[config.mk]
export PLATFORM = sky130hd
export DESIGN_NAME = updn_counter_sequencer
export DESIGN_NICKNAME = d
export VERILOG_FILES = /design/src/rtl/updn_counter_sequencer.sv
export SDC_FILE = /design/constraint.sdc
export NUM_CORES = 1
export LEC_CHECK = 0
export CAP_MARGIN = 25
export CORE_MARGIN = 3
export CORE_UTILIZATION = 25
export CTS_CLUSTER_DIAMETER = 120
export DETAILED_ROUTE_END_ITERATION = 10
export PLACE_DENSITY = 0.48
export SYNTH_ARGS = -nofsm -noshare
export SYNTH_HDL_FRONTEND = slang
export SYNTH_SLANG_ARGS = --single-unit
export TNS_END_PERCENT = 50
[constraint.sdc]
create_clock -name pclk -period 2.2 [get_ports pclk]
set_clock_uncertainty 0.05 [all_clocks]
set_input_delay 0.22 -clock pclk [delete_from_list [all_inputs] [get_ports pclk]]
set_output_delay 0.22 -clock pclk [all_outputs]
set_load 0.02 [all_outputs]
[src/rtl/updn_counter_sequencer.sv]
// updn_counter_sequencer: loads an external up/down counter and runs it between programmed endpoints,
// optionally bouncing back and forth for a set number of legs.
module updn_counter_sequencer #(
    parameter int WIDTH = 16,
    parameter int LEG_W = 8
) (
    input  logic             pclk,
    input  logic             prst,
    input  logic             start,
    input  logic             abort,
    input  logic             pause,
    input  logic [WIDTH-1:0] cfg_start,
    input  logic [WIDTH-1:0] cfg_end,
    input  logic             cfg_bounce,
    input  logic [LEG_W-1:0] cfg_legs,
    input  logic [WIDTH-1:0] cnt_value,
    output logic             ld_cnt,
    output logic             count_enb,
    output logic             updn_cnt,
    output logic [WIDTH-1:0] data_in,
    output logic             busy,
    output logic             done,
    output logic             aborted,
    output logic [LEG_W-1:0] leg_cnt
);
    typedef enum logic [1:0] {IDLE, LOAD, RUN, DONE} state_t;
    state_t state, state_nxt;
    logic dir;
    logic [WIDTH-1:0] target, other;
    logic [LEG_W-1:0] legs;
    logic at_tgt, leg_last, leg_step;
    assign at_tgt   = cnt_value == target;
    assign leg_last = LEG_W'(leg_cnt + 1'b1) == legs;
    assign leg_step = state == RUN && !abort && !pause && at_tgt;
    assign busy     = state != IDLE;
    assign updn_cnt = dir;
    // abort masks every strobe so the counter freezes on the abort cycle itself
    always_comb begin
        state_nxt = state;
        ld_cnt    = 1'b1;
        count_enb = 1'b0;
        done      = 1'b0;
        aborted   = 1'b0;
        if (abort && state != IDLE) begin
            state_nxt = IDLE;
            aborted   = 1'b1;
        end else begin
            case (state)
                IDLE: state_nxt = start ? LOAD : IDLE;
                LOAD: begin
                    ld_cnt    = 1'b0;
                    state_nxt = RUN;
                end
                RUN: begin
                    count_enb = !pause && !at_tgt;
                    state_nxt = (leg_step && leg_last) ? DONE : RUN;
                end
                default: begin
                    done      = 1'b1;
                    state_nxt = IDLE;
                end
            endcase
        end
    end
    always_ff @(posedge pclk or negedge prst) begin
        if (!prst) state <= IDLE;
        else       state <= state_nxt;
    end
    // turnaround swaps endpoints; the at-target cycle doubles as the dwell
    always_ff @(posedge pclk or negedge prst) begin
        if (!prst) begin
            dir     <= 1'b1;
            target  <= '0;
            other   <= '0;
            data_in <= '0;
            legs    <= '0;
            leg_cnt <= '0;
        end else if (state == IDLE && start) begin
            dir     <= cfg_end > cfg_start;
            target  <= cfg_end;
            other   <= cfg_start;
            data_in <= cfg_start;
            legs    <= (cfg_bounce && cfg_legs != '0) ? cfg_legs : LEG_W'(1);
            leg_cnt <= '0;
        end else if (leg_step) begin
            leg_cnt <= LEG_W'(leg_cnt + 1'b1);
            if (!leg_last) begin
                target <= other;
                other  <= target;
                dir    <= !dir;
            end
        end
    end
endmodule
== After elaboration in Yosys (flattened, before gate mapping) ==
Cells that the tools add are included.

* Input bits: 62
* Output and inout bits: 30
* Logic and storage cells: 55
* Register bits: 67

* Eq/ne operators: 5
* Reductions and logical operators: 18
* Magnitude comparators: 1
* Add/subtract/negate cells: 1
* Multiplexer cells: 23

{| class="wikitable"
|+ Operator list
! kind !! number
|-
| 16-bit two-way mux || 6
|-
| 8-bit two-way mux || 3
|-
| 16-bit == test || 1
|-
| 16-bit > comparator || 1
|-
| 1-bit two-way mux || 12
|-
| 8-bit by 1-bit adder with 8-bit output (second input constant) || 1
|-
| 8-bit == test || 1
|-
| 1-bit logical AND || 8
|-
| 8-bit nonzero test || 1
|-
| 2-bit one-hot mux with 3 select lines || 1
|-
| 1-bit zero test || 4
|-
| 2-bit nonzero test || 2
|-
| 3-bit OR reduction || 1
|-
| 2-bit by 1-bit == test with 1-bit output (second input constant) || 1
|-
| 2-bit == test (second input constant) || 1
|-
| 2-bit zero test || 1
|-
| 2-bit two-way mux || 1
|-
| 2-bit by 1-bit != test with 1-bit output (second input constant) || 1
|-
| 2-bit AND reduction || 1
|}

== Longest topological paths before layout ==
Gate-level depths: netlist of run 1.

* Depth after elaboration: 8
* Gate-level depth with buffers: 9
* Gate-level depth less buffers: 8

== Worst setup path after synthesis of run 1 ==
OpenSTA, ideal clock, no wires.

* Path type: register -> register
* From: register leg_cnt[0]
* To: register target[10]
* Arrival: 2.081 ns
* Data required time: 2.012 ns
* Library setup time: 0.138 ns
* Cell stages (with the launch flop): 10
* Setup slack: -0.069 ns
* Path through: dfrtp_1 ha_1 xnor2_1 o311ai_2 nor3_1 and4b_4 and2_1 buf_6 buf_6 a221oi_1

* Word-level cells in the longest chain between the ends: 4

{| class="wikitable"
|+ Ends and longest elaborated chain
! element !! line !! text
|-
| from (decl) || 24 || <nowiki>output logic [LEG_W-1:0] leg_cnt</nowiki>
|-
| from (signal assigned) || 86 || <nowiki>leg_cnt <= LEG_W'(leg_cnt + 1'b1);</nowiki>
|-
| 8-bit by 1-bit adder with 8-bit output || 33 || <nowiki>assign leg_last = LEG_W'(leg_cnt + 1'b1) == legs;</nowiki>
|-
| 8-bit == test || 33 ||
|-
| 2-bit by 1-bit != test with 1-bit output (no source line) || -- ||
|-
| 2-bit AND reduction (no source line) || -- ||
|-
| to (signal assigned) || 80 || <nowiki>target <= cfg_end;</nowiki>
|-
| to (signal assigned) || 88 || <nowiki>target <= other;</nowiki>
|-
| to (decl) || 29 || <nowiki>logic [WIDTH-1:0] target, other;</nowiki>
|}

No other way between the ends.
A chain may end at the register's enable or synchronous reset.

== Worst setup path after layout of run 1 ==
* From: register target[0]
* To: register target[0]

* Word-level cells in the longest chain between the ends: 4

{| class="wikitable"
|+ Ends and longest elaborated chain
! element !! line !! text
|-
| 16-bit == test || 32 || <nowiki>assign at_tgt = cnt_value == target;</nowiki>
|-
| 1-bit logical AND || 34 || <nowiki>assign leg_step = state == RUN && !abort && !pause && at_tgt;</nowiki>
|-
| 2-bit nonzero test (no source line) || -- ||
|-
| 2-bit AND reduction (no source line) || -- ||
|}

No other way between the ends.

==> results of run 1 <==
==> final cells by class <==
| type | instances | area, sq um | share of cell area |
|---|---|---|---|
| multi-input combinational | 300 | 2330 | 0.391 |
| sequential | 67 | 1680 | 0.282 |
| timing repair buffer | 129 | 1340 | 0.225 |
| tap | 216 | 270 | 0.0453 |
| clock buffer | 12 | 246 | 0.0413 |
| inverter | 21 | 78.8 | 0.0132 |
| clock inverter | 3 | 15.0 | 0.00252 |
==> timing repair <==
action | 4_1_cts | 5_1_grt
setup endpoints to repair | 4 | 33
hold buffers | 1 | 0
hold endpoints to repair | 12 | 0
pin swaps | 4 | 11
gates cloned | 0 | 3
buffers inserted | 0 | 3
resized for setup | 11 | 19
==> synthesized netlist by cell type (2+ instances only) <==
library cell,n
dfrtp_1,66
nor2_1,45
nand2_1,41
xnor2_1,22
ha_1,21
inv_1,21
a221oi_2,20
o21ai_0,17
a22o_1,16
o2bb2ai_1,16
nand3_1,13
a21oi_1,12
a221oi_1,11
nand4_1,11
buf_6,10
clkbuf_1,10
xor2_1,8
nor2b_1,6
nand2b_1,5
and2_1,4
buf_2,4
and3_1,3
a21o_1,2
a31oi_1,2
buf_1,2
nor3_1,2
nor4_1,2
==> worst min-delay path by stage <==
stage / slack, ps / end / startpoint / depth (start not counted)
global route: 320 / legs[0] / prst / 2
CTS: 280 / leg_cnt[2] / prst / 2
floorplan: -130 / data_in[0] / prst / 0
global placement: 100 / legs[3] / prst / 1
finish: 290 / legs[0] / prst / 2
detailed placement: 100 / legs[0] / prst / 1
==> flip-flops by register name, indices dropped and copies added, names as in the netlist <==
| signal | cells |
|---|---|
| state | 2 |
| leg_cnt | 8 |
| data_in | 16 |
| other | 16 |
| target | 16 |
| updn_cnt | 1 |
| legs | 8 |
==> power groups by stage <==
stage | registers (mW) | logic [mW] | clock network [mW]
floorplan | 2.22 | 2.01 | 0
global placement | 2.11 | 3.13 | 0
detailed placement | 2.13 | 3.20 | 0
CTS | 2.13 | 3.26 | 1.36
global route | 2.19 | 3.73 | 1.41
finish | 2.13 | 3.43 | 1.32
==> routing by layer <==
layer  track usage  routed length (um)
met1         0.181                5740
met2         0.243                6550
met3        0.0413                 650
met4        0.0447                 265
met5             0                   0
==> worst reg2reg max path, cell delays in order (launching register included) <==
cell,delay (ps)
dfrtp_1,400
xnor2_2,200
nand4_1,160
nor4_4,280
buf_4,160
buf_6,110
nand2_8,60
a21oi_4,290
clkbuf_16,250
a221oi_2,70
==> kinds of logic (layout without fill, tap and decap cells) <==
logic type	after synthesis	count (layout)	share of synthesized area
buffers and inverters	47	165	0.0623
flip-flops	67	67	0.407
adder cells (fa/ha/maj)	21	21	0.0638
AND/OR/NAND/NOR	141	141	0.167
AO/OA/AOI/OAI	108	108	0.236
XOR/XNOR	30	30	0.0638
==> stage by stage <==
| step | setup TNS, ps | utilization | cell area, sq um | power [mW] |
|---|---|---|---|---|
| after global routing | -1500 | 0.373 | 5960 | 7.33 |
| final | 0 | 0.373 | 5960 | 6.87 |
| after global placement | -4180 | 0.341 | 5460 | 5.24 |
| after detailed placement | -4680 | 0.341 | 5460 | 5.32 |
| after CTS | 0 | 0.361 | 5780 | 6.75 |
| after floorplan | 0 | - | 4130 | 4.23 |
==> flow_summary.json, run 1 <==
{
  "status": "finished clean",
  "synth_ff_type": "dfrtp_1",
  "routed-via-count": 3609,
  "setup_violations": 0,
  "fp.dieW_um": 134,
  "place_hpwl_um": 9520,
  "slew_headroom": 0.600,
  "yosys_warnings": 0,
  "worstSetupEndpointType": "flop",
  "clk_pin_slew_worst_paths_ps": 50,
  "worstSkewPairLatency_ps": 340,
  "crit_type": "flop to flop",
  "htree_num_levels": 3,
  "synth-edff-count": 0,
  "cp.depth": 9,
  "final_nets": 611,
  "clkSinkCount": 67,
  "crit_end": "target[0]",
  "n_antenna_cell": 0,
  "max_freq_mhz": 459,
  "maxCapViolCount": 0,
  "critPathSlowestCell": "dfrtp_1",
  "r2r_setup_slack_ps": 20,
  "mappedNetlistArea_sq_mm": 0.00412,
  "pre_cts_slack_ps": -212,
  "power_density_mw_per_mm2": 1150,
  "postSynthCellCount": 414,
  "fin_crit_sh": 0.989,
  "via_per_inst": 4.82,
  "grt_max_degree": 67,
  "stdcell_count": 748,
  "r2r_start": "target[0]",
  "crit_start": "target[0]",
  "core_sq_mm": 0.0160,
  "synthTopCellsByArea": "dfrtp_1 40%, a221oi_2 7.3%, ha_1 6.4%",
  "worstReg2RegEnd": "target[0]",
  "cp-start-kind": "flop",
  "area_delta_synth_final_pct": 44.7,
  "p_clk_frac": 0.192,
  "synth_nets": 497,
  "die_y_um": 134,
  "ys_seq_elements": 67,
  "crit_path_max_fanout": 11,
  "switchingPower_mw": 2.71,
  "start_util": 0.258,
  "pwr-share-comb": 0.499,
  "cp.required_ps": 2360,
  "syn_avg_cell_area_sq_um": 9.95,
  "drt_first_iter_violations": 195,
  "synth_top_area_frac": 0.401,
  "slew_viol_final": 0,
  "yosysTopAreaCell": "dfrtp_1",
  "place_congestion": 0.831,
  "pin_count": 92,
  "cts_root_buffer": "clkbuf_16",
  "dieArea_sq_mm": 0.0181,
  "crit_chain": "xnor2_2 -> nand4_1 -> nor4_4 -> buf_4 -> buf_6 -> nand2_8 -> a21oi_4 -> clkbuf_16 -> a221oi_2",
  "wl_per_cell_um": 17.7,
  "ir_drop_v": 0.000512,
  "drc": 0,
  "path_buf_inv": 3,
  "ant_nets": 0,
  "power.internal_mw": 4.17,
  "grt_pass1_vias": 3654,
  "hold_violations": 0,
  "place_inst": 726,
  "hold_class": "input pin to asynchronous set/reset pin",
  "cts_tree": "yes",
  "port_buffers": 91,
  "layout-drive-gt1-share": 0.194,
  "overflow": 0,
  "hold_ws_ps": 289,
  "fp-row-count": 46,
  "fillers": 1597,
  "layout_commonest_cell": "clkdlybuf4s50_1",
  "arrival_ps": 2330,
  "rsz0062_at_grt": "yes",
  "layout_min_cycle_time_ps": 2180,
  "worst_pin_slew_ps": 598,
  "pwr-share-seq": 0.310,
  "antenna_found_initial": 0,
  "grt_pass1_wl_um": 20200,
  "async_flop_share": 1.00,
  "dr.pass1.iters": 4,
  "switching_share": 0.394,
  "wl_um": 13200,
  "grt_usage": 0.145,
  "crit_family": "buffers and inverters",
  "cts_buffers": 9,
  "reg2regPathDepth": 9,
  "yosysSeqAreaShare": 0.407,
  "p_leak_nw": 2.59,
  "final_cell_mix": "87 x clkdlybuf4s50_1, 65 x dfrtp_1, 45 x nor2_1",
  "yosysUniqueCellTypes": 49,
  "max-clock-path-buffers": 2,
  "critPathMaxStageDelay_ps": 400,
  "layout_setup_ws_ps": 23.7
}
Note: power is estimated with default switching activity, not from simulation.
==> inputs of run 2 (changes only) <==
--- a/config.mk
+++ b/config.mk
@@ -9,7 +9,9 @@
 export CORE_MARGIN = 3
 export CORE_UTILIZATION = 25
 export CTS_CLUSTER_DIAMETER = 120
+export CTS_CLUSTER_SIZE = 8
 export DETAILED_ROUTE_END_ITERATION = 10
+export MAX_ROUTING_LAYER = met4
 export PLACE_DENSITY = 0.48
 export SYNTH_ARGS = -nofsm -noshare
 export SYNTH_HDL_FRONTEND = slang
==> run 2 against run 1 <==
Against the previous run:
- clock power hardly changed
- design area unchanged
- register-to-register slack hardly changed
- core utilization unchanged
- fmax is 0.54% higher
- hold slack worse by 0.87 ps
- first-iteration DRC count grew 14%
- critical path type unchanged
- critical endpoint unchanged
- largest power group unchanged
==> flow_summary.json, run 2 (synthesis results as in run 1) <==
{
  "place_congestion": 0.844,
  "layout_min_cycle_time_ps": 2160,
  "grt_pass1_vias": 3640,
  "arrival_ps": 2320,
  "area_delta_synth_final_pct": 44.7,
  "fillers": 1597,
  "grt_max_degree": 67,
  "fin_crit_sh": 0.984,
  "antenna_found_initial": 0,
  "utilization": 0.373,
  "worstSkewPairLatency_ps": 340,
  "cp-start-kind": "flop",
  "port_buffers": 91,
  "ant_nets": 0,
  "fp-row-count": 46,
  "via_per_inst": 4.85,
  "status": "finished clean",
  "reg2regPathDepth": 9,
  "slew_viol_final": 0,
  "critPathSlowestCell": "dfrtp_1",
  "cts_tree": "yes",
  "p_leak_nw": 2.59,
  "grt_usage": 0.149,
  "crit_type": "flop to flop",
  "pin_count": 92,
  "drt_first_iter_violations": 222,
  "fp.dieW_um": 134,
  "cp.required_ps": 2360,
  "cts_buffers": 9,
  "crit_chain": "xnor2_2 -> nand4_1 -> nor4_4 -> buf_4 -> buf_6 -> nand2_8 -> a21oi_4 -> clkbuf_16 -> a221oi_2",
  "dr.pass1.iters": 4,
  "worstSetupEndpointType": "flop",
  "drc": 0,
  "slew_headroom": 0.598,
  "multi_input_area_sq_mm": 0.00233,
  "hold_violations": 0,
  "core_sq_mm": 0.0160,
  "routed-via-count": 3627,
  "die_y_um": 134,
  "cts_root_buffer": "clkbuf_16",
  "htree_num_levels": 3,
  "start_util": 0.258,
  "max_freq_mhz": 462,
  "clk_pin_slew_worst_paths_ps": 50,
  "maxCapViolCount": 0,
  "regArea_sq_mm": 0.00168,
  "largestRegisters": "data_in x16, other x16, target x16",
  "max-clock-path-buffers": 2,
  "final_cell_mix": "87 x clkdlybuf4s50_1, 65 x dfrtp_1, 45 x nor2_1",
  "wl_um": 13200,
  "wl_per_cell_um": 17.7,
  "layout-drive-gt1-share": 0.194,
  "ir_drop_v": 0.000512,
  "power_mw": 6.87,
  "power_density_mw_per_mm2": 1150,
  "crit_path_max_fanout": 11,
  "setup_violations": 0,
  "grt_pass1_wl_um": 20200,
  "dieArea_sq_mm": 0.0181,
  "final_nets": 611,
  "worst_pin_slew_ps": 601,
  "layout_commonest_cell": "clkdlybuf4s50_1",
  "rsz0062_at_grt": "yes",
  "place_hpwl_um": 9520,
  "overflow": 0,
  "critPathMaxStageDelay_ps": 400,
  "hold_class": "input pin to asynchronous set/reset pin",
  "clkSinkCount": 67,
  "n_antenna_cell": 0
}
==> run 2: per-layer routing <==
layer / up-vias / track usage / wire length, um
li1: 1738 / - / -
met1: 1778 / 0.182 / 5720
met2: 100 / 0.243 / 6580
met3: 11 / 0.0401 / 664
met4: 0 / 0.0447 / 254
met5: - / - / 0
==> run 2: worst paths after layout <==
kind,start,endpoint,slack [ps]
hold reg to reg,data_in[0],data_in[0],430
setup reg to reg,target[0],target[0],40
max in group asynchronous,prst,updn_cnt,1180
hold / removal,prst,legs[0],290
setup / recovery,target[0],target[0],40
min in group pclk,cfg_legs[6],legs[6],410
==> run 2: timing repair <==
item / CTS / global route
endpoints found under the hold margin: 12 / 0
gates resized for setup: 11 / 19
hold buffers: 1 / 0
pin swaps: 4 / 11
gates cloned: 0 / 3
setup endpoints to repair: 4 / 34
buffers inserted: 0 / 3
==> run 2: power breakdown <==
group | switching [mW] | internal, mW
clock network | 0.537 | 0.782
logic | 1.81 | 1.61
registers | 0.351 | 1.78
==> run 2: cell type report <==
cell class / instances / area share
Multi-Input combinational cell: 300 / 0.391
Sequential cell: 67 / 0.282
Timing Repair Buffer: 129 / 0.225
Tap cell: 216 / 0.0453
Clock buffer: 12 / 0.0413
Inverter: 21 / 0.0132
Clock inverter: 3 / 0.00252
==> run 2: through the flow <==
stage               area (sq um)  setup slack [ps]  hold slack (ps)  setup TNS (ps)  instances
global placement            5460              -221             96.5           -4180        726
detailed placement          5460              -212             96.2           -4680        726
global route                5960             -74.5              318           -1480        748
finish                      5960              35.4              288               0        748
CTS                         5780              3.68              281               0        742
floorplan                   4130              48.0             -126               0        414
==> run 2: worst max-delay path, delay by kind of cell (launching register included) <==
family / cells / cell delay (ps)
AOI/OAI and AO/OA: 2 / 350
xor gates and xnor gates: 1 / 200
buffers and inverters: 3 / 520
DFF: 1 / 400
and+or+nand+nor: 3 / 500
==> inputs of run 3 (changes only) <==
--- a/config.mk
+++ b/config.mk
@@ -6,13 +6,16 @@
 export NUM_CORES = 1
 export LEC_CHECK = 0
 export CAP_MARGIN = 25
+export CELL_PAD_IN_SITES_DETAIL_PLACEMENT = 0
+export CELL_PAD_IN_SITES_GLOBAL_PLACEMENT = 1
 export CORE_MARGIN = 3
 export CORE_UTILIZATION = 25
 export CTS_CLUSTER_DIAMETER = 120
 export CTS_CLUSTER_SIZE = 8
 export DETAILED_ROUTE_END_ITERATION = 10
+export GPL_TIMING_DRIVEN = 0
 export MAX_ROUTING_LAYER = met4
-export PLACE_DENSITY = 0.48
+export PLACE_DENSITY = 0.59
 export SYNTH_ARGS = -nofsm -noshare
 export SYNTH_HDL_FRONTEND = slang
 export SYNTH_SLANG_ARGS = --single-unit
==> run 3 against run 2 <==
Against the previous run:
- die area is the same
- total power grew 3.0%
- non-clock buffer count shrank 1
- critical path type unchanged
- critical endpoint is now other[1]
- largest cell class unchanged
==> flow_summary.json, run 3 (synthesis results as in run 1) <==
{
  "status": "finished clean",
  "area_delta_synth_final_pct": 42.7,
  "dr.pass1.iters": 4,
  "grt_usage": 0.162,
  "worstSetupEndpointType": "flop",
  "place_inst": 721,
  "stdcell_count": 748,
  "antenna_found_initial": 0,
  "p_leak_nw": 2.53,
  "cts_root_buffer": "clkbuf_16",
  "overflow": 0,
  "port_buffers": 90,
  "slew_viol_final": 0,
  "arrival_ps": 2320,
  "cp.required_ps": 2350,
  "layout_min_cycle_time_ps": 2170,
  "placed_cell_area_sq_mm": 0.00533,
  "place_congestion": 0.821,
  "fillers": 1621,
  "htree_num_levels": 3,
  "drt_first_iter_violations": 202,
  "ir_drop_v": 0.000507,
  "cp-start-kind": "flop",
  "power_mw": 7.07,
  "fp-row-count": 46,
  "layout_commonest_cell": "clkdlybuf4s50_1",
  "dieArea_sq_mm": 0.0181,
  "max_freq_mhz": 461,
  "grt_pass1_wl_um": 22000,
  "cts_buffers": 9,
  "via_per_inst": 4.92,
  "start_util": 0.258,
  "largestRegisters": "data_in x16, other x16, target x16",
  "worstSkewPairLatency_ps": 340,
  "r2r_setup_slack_ps": 30,
  "fin_crit_sh": 0.985,
  "power_density_mw_per_mm2": 1200,
  "crit_path_max_fanout": 10,
  "wl_um": 14000,
  "utilization": 0.368,
  "cts_tree": "yes",
  "drc": 0,
  "multi_input_area_sq_mm": 0.00229,
  "max-clock-path-buffers": 2,
  "final_nets": 610,
  "die_y_um": 134,
  "slew_headroom": 0.594,
  "clkSinkCount": 67,
  "place_hpwl_um": 10200,
  "regArea_sq_mm": 0.00168,
  "setup-tns-final_ps": 0,
  "crit_type": "flop to flop",
  "setup_violations": 0,
  "maxCapViolCount": 0,
  "hold_depth": 3,
  "ant_nets": 0,
  "reg2regPathDepth": 8,
  "fp.dieW_um": 134,
  "final_cell_mix": "85 x clkdlybuf4s50_1, 64 x dfrtp_1, 44 x nor2_1",
  "pin_count": 92,
  "grt_max_degree": 58,
  "wl_per_cell_um": 18.8,
  "hold_violations": 0,
  "hold_class": "input pin to flop",
  "design_area_sq_mm": 0.00588,
  "grt_pass1_vias": 3874,
  "clk_pin_slew_worst_paths_ps": 60,
  "rsz0062_at_grt": "yes",
  "routed-via-count": 3677,
  "worst_pin_slew_ps": 609,
  "n_antenna_cell": 0,
  "core_sq_mm": 0.0160,
  "layout-drive-gt1-share": 0.179
}
run 3: power by group:
part / leakage [nW] / total, mW / switching (mW) / internal (mW)
clock: 0.144 / 1.51 / 0.567 / 0.941
combinational: 1.58 / 3.45 / 1.85 / 1.59
sequential: 0.806 / 2.12 / 0.345 / 1.77
total: 2.53 / 7.07 / 2.77 / 4.31
run 3: path summary, 6_finish.rpt:
kind / start / endpoint
setup / recovery: target[10] / other[1]
min in group asynchronous: prst / legs[4]
hold reg to reg: data_in[0] / data_in[0]
max in group asynchronous: prst / updn_cnt
hold / removal: cfg_bounce / legs[5]
setup reg to reg: target[10] / other[1]
run 3: area by class of cell:
type / count / area share
clock buffer: 11 / 0.0430
clock inverter: 5 / 0.0104
tap: 216 / 0.0460
sequential: 67 / 0.286
timing repair buffer: 102 / 0.173
multi-input combinational: 300 / 0.390
buffer: 26 / 0.0389
inverter: 21 / 0.0134
run 3: critical path: stages, from the launching register on:
cell and delay (ps):
dfrtp_1 430, xnor2_1 170, nand4_1 200, nor4_4 370, buf_6 170, nand2_8 80, a21oi_4 270, buf_8 210
a221oi_1 90
run 3: timing repair:
action | in CTS | in global routing
setup buffers | 7 | 3
resized for setup | 24 | 23
endpoints found under the hold margin | 66 | 0
pin swaps | 8 | 2
endpoints found under the setup margin | 46 | 36
hold buffers | 1 | 0
gates cloned | 0 | 0
run 3: stage by stage:
stage,hold WS [ps],setup slack [ps]
3_5_place_dp,27.2,-762
5_1_grt,246,-64.1
4_1_cts,212,-5.01
2_1_floorplan,-126,48.0
6_report,206,32.8
3_3_place_gp,415,-1910
run 3: routing by layer:
layer	track usage	up-vias	part of all wire
met4	0.0300	0	0.011
met2	0.266	120	0.49
met5	-	-	0
met3	0.0364	17	0.052
met1	0.208	1799	0.45
li1	-	1741	-
